--- config.mk ---
export PLATFORM = sky130hd
export DESIGN_NAME = syncfifo_ctrl
export DESIGN_NICKNAME = d
export VERILOG_FILES = /design/src/rtl/syncfifo_pkg.sv /design/src/rtl/syncfifo_ptr.sv /design/src/rtl/syncfifo_ctrl.sv
export SDC_FILE = /design/constraint.sdc
export NUM_CORES = 1
export LEC_CHECK = 0
export ABC_AREA = 1
export CAP_MARGIN = 25
export CORE_UTILIZATION = 54
export CTS_CLUSTER_DIAMETER = 80
export DETAILED_ROUTE_END_ITERATION = 10
export HOLD_SLACK_MARGIN = 0.03
export PLACE_DENSITY = 0.92
export SLEW_MARGIN = 30
export SYNTH_ARGS = -nofsm -noshare
export SYNTH_HDL_FRONTEND = slang
export SYNTH_SLANG_ARGS = --single-unit
--- constraint.sdc ---
create_clock -name i_clk -period 3.7 [get_ports i_clk]
set_clock_uncertainty 0.1 [all_clocks]
set_input_delay 0.74 -clock i_clk [delete_from_list [all_inputs] [get_ports i_clk]]
set_output_delay 0.74 -clock i_clk [all_outputs]
set_load 0.05 [all_outputs]
--- src/rtl/syncfifo_pkg.sv ---
// rtl/syncfifo_pkg.sv - pointer type and wrap-bit pointer helpers shared by the sync and async FIFO controllers
package syncfifo_pkg;

  // Widest supported pointer; narrower pointers are zero-extended and masked to ADDR_W+1 bits.
  localparam int unsigned MAX_ADDR_W = 15;

  typedef logic [MAX_ADDR_W:0] ptr_t;

  function automatic ptr_t ptrMask(input int unsigned addrW);
    return (ptr_t'(1) << (addrW + 1)) - ptr_t'(1);
  endfunction

  function automatic ptr_t ptrDiff(input ptr_t a, input ptr_t b, input int unsigned addrW);
    return (a - b) & ptrMask(addrW);
  endfunction

  function automatic logic isEmpty(input ptr_t wPtr, input ptr_t rPtr, input int unsigned addrW);
    return ((wPtr ^ rPtr) & ptrMask(addrW)) == '0;
  endfunction

  // Full means the same slot on opposite laps: only the wrap bit differs.
  function automatic logic isFull(input ptr_t wPtr, input ptr_t rPtr, input int unsigned addrW);
    return ((wPtr ^ rPtr) & ptrMask(addrW)) == (ptr_t'(1) << addrW);
  endfunction

endpackage

--- src/rtl/syncfifo_ptr.sv ---
// rtl/syncfifo_ptr.sv - wrap-bit FIFO pointer register with increment enable
module syncfifo_ptr
  import syncfifo_pkg::*;
#(
  parameter int unsigned ADDR_W = 4
) (
  input  logic              i_clk,
  input  logic              i_rstN,
  input  logic              i_inc,
  output logic [ADDR_W:0]   o_ptr,
  output logic [ADDR_W:0]   o_ptrNext
);

  logic [ADDR_W:0] r_ptr;

  assign o_ptrNext = r_ptr + (ADDR_W + 1)'(i_inc);
  assign o_ptr     = r_ptr;

  always_ff @(posedge i_clk or negedge i_rstN) begin
    if (!i_rstN) r_ptr <= '0;
    else         r_ptr <= o_ptrNext;
  end

endmodule

--- src/rtl/syncfifo_ctrl.sv ---
// rtl/syncfifo_ctrl.sv - single-clock FIFO controller driving a fifomem dual-port RAM
// Optional sticky overflow/underflow flags with i_errClr when SYNCFIFO_ERRFLAGS_EN is defined.
module syncfifo_ctrl
  import syncfifo_pkg::*;
#(
  parameter int unsigned ADDR_W    = 4,
  parameter int unsigned AFULL_TH  = (1 << ADDR_W) - 2,
  parameter int unsigned AEMPTY_TH = 2
) (
  input  logic              i_clk,
  input  logic              i_rstN,
  input  logic              i_push,
  input  logic              i_pop,
`ifdef SYNCFIFO_ERRFLAGS_EN
  input  logic              i_errClr,
  output logic              o_overflow,
  output logic              o_underflow,
`endif
  output logic              o_memWEn,
  output logic [ADDR_W-1:0] o_memWAddr,
  output logic              o_memFull,
  output logic [ADDR_W-1:0] o_memRAddr,
  output logic              o_full,
  output logic              o_empty,
  output logic              o_aFull,
  output logic              o_aEmpty,
  output logic [ADDR_W:0]   o_count
);

  localparam logic [ADDR_W:0] C_AFULL  = (ADDR_W + 1)'(AFULL_TH);
  localparam logic [ADDR_W:0] C_AEMPTY = (ADDR_W + 1)'(AEMPTY_TH);

  logic            r_full;
  logic            r_empty;
  logic            r_aFull;
  logic            r_aEmpty;
  logic [ADDR_W:0] r_count;

  logic            w_pushOk;
  logic            w_popOk;
  logic [ADDR_W:0] w_wPtr;
  logic [ADDR_W:0] w_wPtrNext;
  logic [ADDR_W:0] w_rPtr;
  logic [ADDR_W:0] w_rPtrNext;
  logic [ADDR_W:0] w_countNext;
  logic            w_fullNext;
  logic            w_emptyNext;

  // Blocked requests are dropped outright, independent of the opposite side.
  assign w_pushOk = i_push & ~r_full;
  assign w_popOk  = i_pop & ~r_empty;

  syncfifo_ptr #(.ADDR_W(ADDR_W)) u_wPtr (
    .i_clk     (i_clk),
    .i_rstN    (i_rstN),
    .i_inc     (w_pushOk),
    .o_ptr     (w_wPtr),
    .o_ptrNext (w_wPtrNext)
  );

  syncfifo_ptr #(.ADDR_W(ADDR_W)) u_rPtr (
    .i_clk     (i_clk),
    .i_rstN    (i_rstN),
    .i_inc     (w_popOk),
    .o_ptr     (w_rPtr),
    .o_ptrNext (w_rPtrNext)
  );

  // Flags come from next-state pointers so they are registered without a cycle of lag.
  assign w_countNext = (ADDR_W + 1)'(ptrDiff(ptr_t'(w_wPtrNext), ptr_t'(w_rPtrNext), ADDR_W));
  assign w_fullNext  = isFull(ptr_t'(w_wPtrNext), ptr_t'(w_rPtrNext), ADDR_W);
  assign w_emptyNext = isEmpty(ptr_t'(w_wPtrNext), ptr_t'(w_rPtrNext), ADDR_W);

  always_ff @(posedge i_clk or negedge i_rstN) begin
    if (!i_rstN) begin
      r_full   <= 1'b0;
      r_empty  <= 1'b1;
      r_aFull  <= 1'b0;
      r_aEmpty <= 1'b1;
      r_count  <= '0;
    end else begin
      r_full   <= w_fullNext;
      r_empty  <= w_emptyNext;
      r_aFull  <= (w_countNext >= C_AFULL);
      r_aEmpty <= (w_countNext <= C_AEMPTY);
      r_count  <= w_countNext;
    end
  end

  assign o_memWEn   = w_pushOk;
  assign o_memWAddr = ADDR_W'(w_wPtr);
  assign o_memFull  = r_full;
  assign o_memRAddr = ADDR_W'(w_rPtr);
  assign o_full     = r_full;
  assign o_empty    = r_empty;
  assign o_aFull    = r_aFull;
  assign o_aEmpty   = r_aEmpty;
  assign o_count    = r_count;

`ifdef SYNCFIFO_ERRFLAGS_EN
  logic r_overflow;
  logic r_underflow;

  // A new error event outranks a clear in the same cycle.
  always_ff @(posedge i_clk or negedge i_rstN) begin
    if (!i_rstN) begin
      r_overflow  <= 1'b0;
      r_underflow <= 1'b0;
    end else begin
      r_overflow  <= (i_push & r_full) | (r_overflow & ~i_errClr);
      r_underflow <= (i_pop & r_empty) | (r_underflow & ~i_errClr);
    end
  end

  assign o_overflow  = r_overflow;
  assign o_underflow = r_underflow;
`endif

endmodule

[Yosys cells after proc, flatten, opt, wreduce, memory -nomap -nowiden]
Cells that the tools add are included.
Storage, ports and cells
  output and inout port bits: 19
  logic and storage cells: 19
  input bits: 4
  flip-flop bits (word level): 19
Operators by class
  equal/unequal tests: 1
  bitwise gates (word level): 5
  add/subtract/negate cells: 3
  $lt $le $gt $ge: 2
  reductions and logical operators: 1
Operators with widths (count)
  zero test 16 bit: 1
  adder 5 x 1 -> 5 bit: 2
  == test 5 bit, second input constant: 1
  >= comparator 5 x 4 -> 1 bit, second input constant: 1
  less-or-equal comparator 5 x 2 -> 1 bit, second input constant: 1
  subtractor 5 bit: 1
  XOR 5 bit: 1
  bitwise AND 1 bit: 2
  NOT 1 bit: 2

[Depth between registers and ports, before layout]
  depth after elaboration: 5
  gate-level depth with buffers: 15

[By module]
A second synthesis with hierarchy kept.
Unflattened totals
  cells, all modules: 96
  area, all modules: 929.6 µm²
By module, submodules not included
  syncfifo_ctrl: sequential area each 227.7 µm², area an instance 521.8 µm², cells an instance 60, instances 1
  syncfifo_ptr: sequential area each 125.1 µm², area an instance 203.9 µm², cells an instance 18, instances 2

[Worst setup path after synthesis]
OpenSTA, ideal clock, no wires.
  path kind: input port to flip-flop
  start: input port i_push
  end: register r_aEmpty (netlist: o_aEmpty)
  path buffers: 0
  library setup time: 64 ps
  setup slack: 599 ps
  arrival time: 2937 ps
  cell stages on the path: 14
  required time: 3536 ps
  cell sequence: inv_1 -> nor2_1 -> ha_1 -> xor2_1 -> xor2_1 -> ha_1 -> inv_1 -> nand2_1 -> nand3b_1 -> nand2_2 -> inv_2 -> nor2_4 -> nand3_2 -> nor2_2
On the way
  longest elaborated chain between the ends: 4
Ends and longest elaborated chain
  start, declared: RTL line syncfifo_ctrl.sv:12  | input logic i_push,
  bitwise AND 1 bit: RTL line syncfifo_ctrl.sv:50  | assign w_pushOk = i_push & ~r_full;
  named net o_memWEn: RTL line syncfifo_ctrl.sv:19  | output logic o_memWEn,
  adder 5 x 1 -> 5 bit: RTL line syncfifo_ptr.sv:16  | assign o_ptrNext = r_ptr + (ADDR_W + 1)'(i_inc);
  named net u_wPtr.o_ptrNext[1]: RTL line syncfifo_ptr.sv:11  | output logic [ADDR_W:0] o_ptrNext
  subtractor 5 bit: RTL line syncfifo_pkg.sv:14  | return (a - b) & ptrMask(addrW);
  named net w_countNext[2]: RTL line syncfifo_ctrl.sv:45  | logic [ADDR_W:0] w_countNext;
  less-or-equal comparator 5 x 2 -> 1 bit: RTL line syncfifo_ctrl.sv:85  | r_aEmpty <= (w_countNext <= C_AEMPTY);
  end signal, assigned: RTL line syncfifo_ctrl.sv:85
  end, declared: RTL line syncfifo_ctrl.sv:36  | logic r_aEmpty;
The timed path passes the listed nets, and every way through them passes these cells.

[Worst setup path in the final report]
  start: input port i_push
  end: output port o_memWEn
On the way
  longest elaborated chain between the ends: 1
Ends and longest elaborated chain (RTL line)
  bitwise AND 1 bit: syncfifo_ctrl.sv:50
  end, declared: syncfifo_ctrl.sv:19
Every way passes these cells.

==> results.md <==
- Status: finished clean
- DR iter-0 viols: 27
- Clock Path Buffers: 2
- Vias: 899
- CP endpoint kind: primary output
- Dpl cells: 177
- Max_cap viols: 0
- Initial core utilization: 0.587
- Fin crit share: 0.835
- Netlist Area Pre-Place: 1190 sq um
- Layout Nets: 167
- Worst setup margin: 0.610 ns
- Synth top area share: 0.359
- Setup TNS: 0 ns
- Antenna diode count: 0
- Area contributors post-synth: dfrtp_1 (36%), nand2_1 (11%), ha_1 (8.4%)
- Syn_nets: 149
- Fin. Hold Viols: 0
- Synth cell types: 22
- CTS tree: yes
- Met1 Usage GRT: 0.270
- Overflow after GRT: 0
- P&R area growth vs syn: 17.6%
- 1st-pass router iterations: 4
- Commonest cells after routing, fill and taps aside: nand2_1 (34), clkdlybuf4s50_1 (21), dfrtp_1 (17), inv_1 (15), nand2_2 (9)
- Die area: 2390 sq um
- Synth area leader: dfrtp_1
- HP Class: input port to async pin
- CP Max Fanout: 3
- Largest net degree at the start of global routing: 20
- Syn Area/Cell: 8.66 sq um
- Total GRT Usage: 0.214
- Critical path class: input port to primary output
- Met3 usage: 0.0187
- Half-perimeter wire length after placement: 1.74 mm
- Antenna Nets Post-Route: 0
- Post-Layout Cell Count: 181
- Root buffer selected by CTS: clkbuf_4
- Synth Instances: 137
- Most common cell after layout, fill and taps aside: nand2_1
- Reg2Reg Setup Slack: 1.25 ns
- Reg-to-reg startpoint: o_empty
- Port Buffer Count: 22
- RSZ-0062 raised after global routing: false
- R2R Path End: o_aEmpty
- Cts bufs inserted: 3
- Crit path required time: 2.86 ns
- Share of cells above drive strength 1: 0.208
- Number of global-route vias before repair: 866
- Critical path arrival: 2.25 ns
- Relative slew slack: 0.660
- Final Critical Period: 3.09 ns
- R2r worst-path depth: 14
- Worst-margin pin slew: 0.508 ns
- Total Wirelength: 2.15 mm
- Clk_lat worst skew: 0.30 ns
- CTS resizes: 0
- Clock-pin slew on the worst setup and hold paths: 0.11 ns
- Startpoint types: input port
- Global-route wire length before repair: 3.88 mm
- Vias per Instance: 4.97
- DP Worst Slack: 0.561 ns
- Avg WL per Cell: 11.9 um
- F_max: 0.324 GHz
- DRC: 0
- Htree depth: 1
- Post-CTS Hold Buffers: 0
- Synth warnings: 0
- GRT Max-Usage Layer: met2
- GP Congestion: 0.843
- Die Wd: 48.9 um
- Antenna violations before repair: 0
- Sink Count: 19
- Core box area: 2020 sq um
- Register area share after synthesis: 0.403
- Setup violations, final: 0
- Post-CTS Setup Inserts: 0
- #FFs+latches synth: 19
- Fin. max-slew vios: 0
- Core Rows: 16
- IO Count: 23
- Die boundary height: 48.9 um
- Met2 usage: 0.370
[layout make-up]
type / count / area (sq um)
clock inverters: 1 / 5.00
clock buffers: 3 / 22.5
inverters: 20 / 75.1
well taps: 27 / 33.8
fillers: 152 / 627
repair buffers: 22 / 215
multi-input cells: 89 / 566
flip-flops and latches: 19 / 478
[worst max path at each step]
stage	start	end	slack [ns]	cells after the start
6_report	i_push	o_memWEn	0.61	4
4_1_cts	i_push	o_memWEn	0.60	4
5_1_grt	i_push	o_memWEn	0.54	4
3_5_place_dp	i_pop	o_aEmpty	0.56	16
2_1_floorplan	i_push	o_aEmpty	0.60	14
3_3_place_gp	i_pop	o_aEmpty	0.63	16
[flip-flops by register name, summed over array words and instances, names as in the netlist]
register	flops
u_rPtr.o_ptr	5
u_wPtr.o_ptr	5
o_aEmpty	1
o_empty	1
o_aFull	1
o_count	5
o_full	1
[layer usage]
| layer | share of wire | up-vias |
|---|---|---|
| met5 | 0 | - |
| met4 | 0.017 | 0 |
| met3 | 0.017 | 4 |
| met2 | 0.52 | 19 |
| met1 | 0.44 | 423 |
| li1 | - | 453 |
[critical path: stages]
cell and delay [ns]:
clkdlybuf4s50_1 0.46, inv_1 0.04, nor2_1 0.18, clkdlybuf4s50_1 0.84
[synthesized netlist by cell type]
master / instances
nand2_1: 34
dfrtp_1: 17
inv_1: 15
buf_4: 9
nand2_2: 9
ha_1: 8
nand3_1: 7
nor2_1: 6
inv_2: 5
nand3_2: 5
nand4_1: 5
xor2_1: 4
dfstp_2: 2
nand2_4: 2
xnor2_2: 2
and2_1: 1
nand3b_1: 1
nor2_2: 1
nor2_4: 1
nor3_1: 1
o21bai_1: 1
xnor2_1: 1
[per-stage QoR]
step	hold slack, ns	cell area (sq um)	utilization
global placement	0.418	1370	0.679
CTS	0.441	1400	0.692
global route	0.274	1400	0.690
detailed placement	0.419	1370	0.679
finish	0.249	1400	0.690
floorplan	0.344	1190	-
[kinds of logic after synthesis]
logic type      synth area share
compound gates           0.00633
xor+xnor                  0.0643
fa+ha+maj                 0.0844
buf+inv                    0.120
flops                      0.403
simple gates               0.322
Power is not shown: default switching activity piles up to over one toggle a cycle in this logic, so the estimate is an artifact.
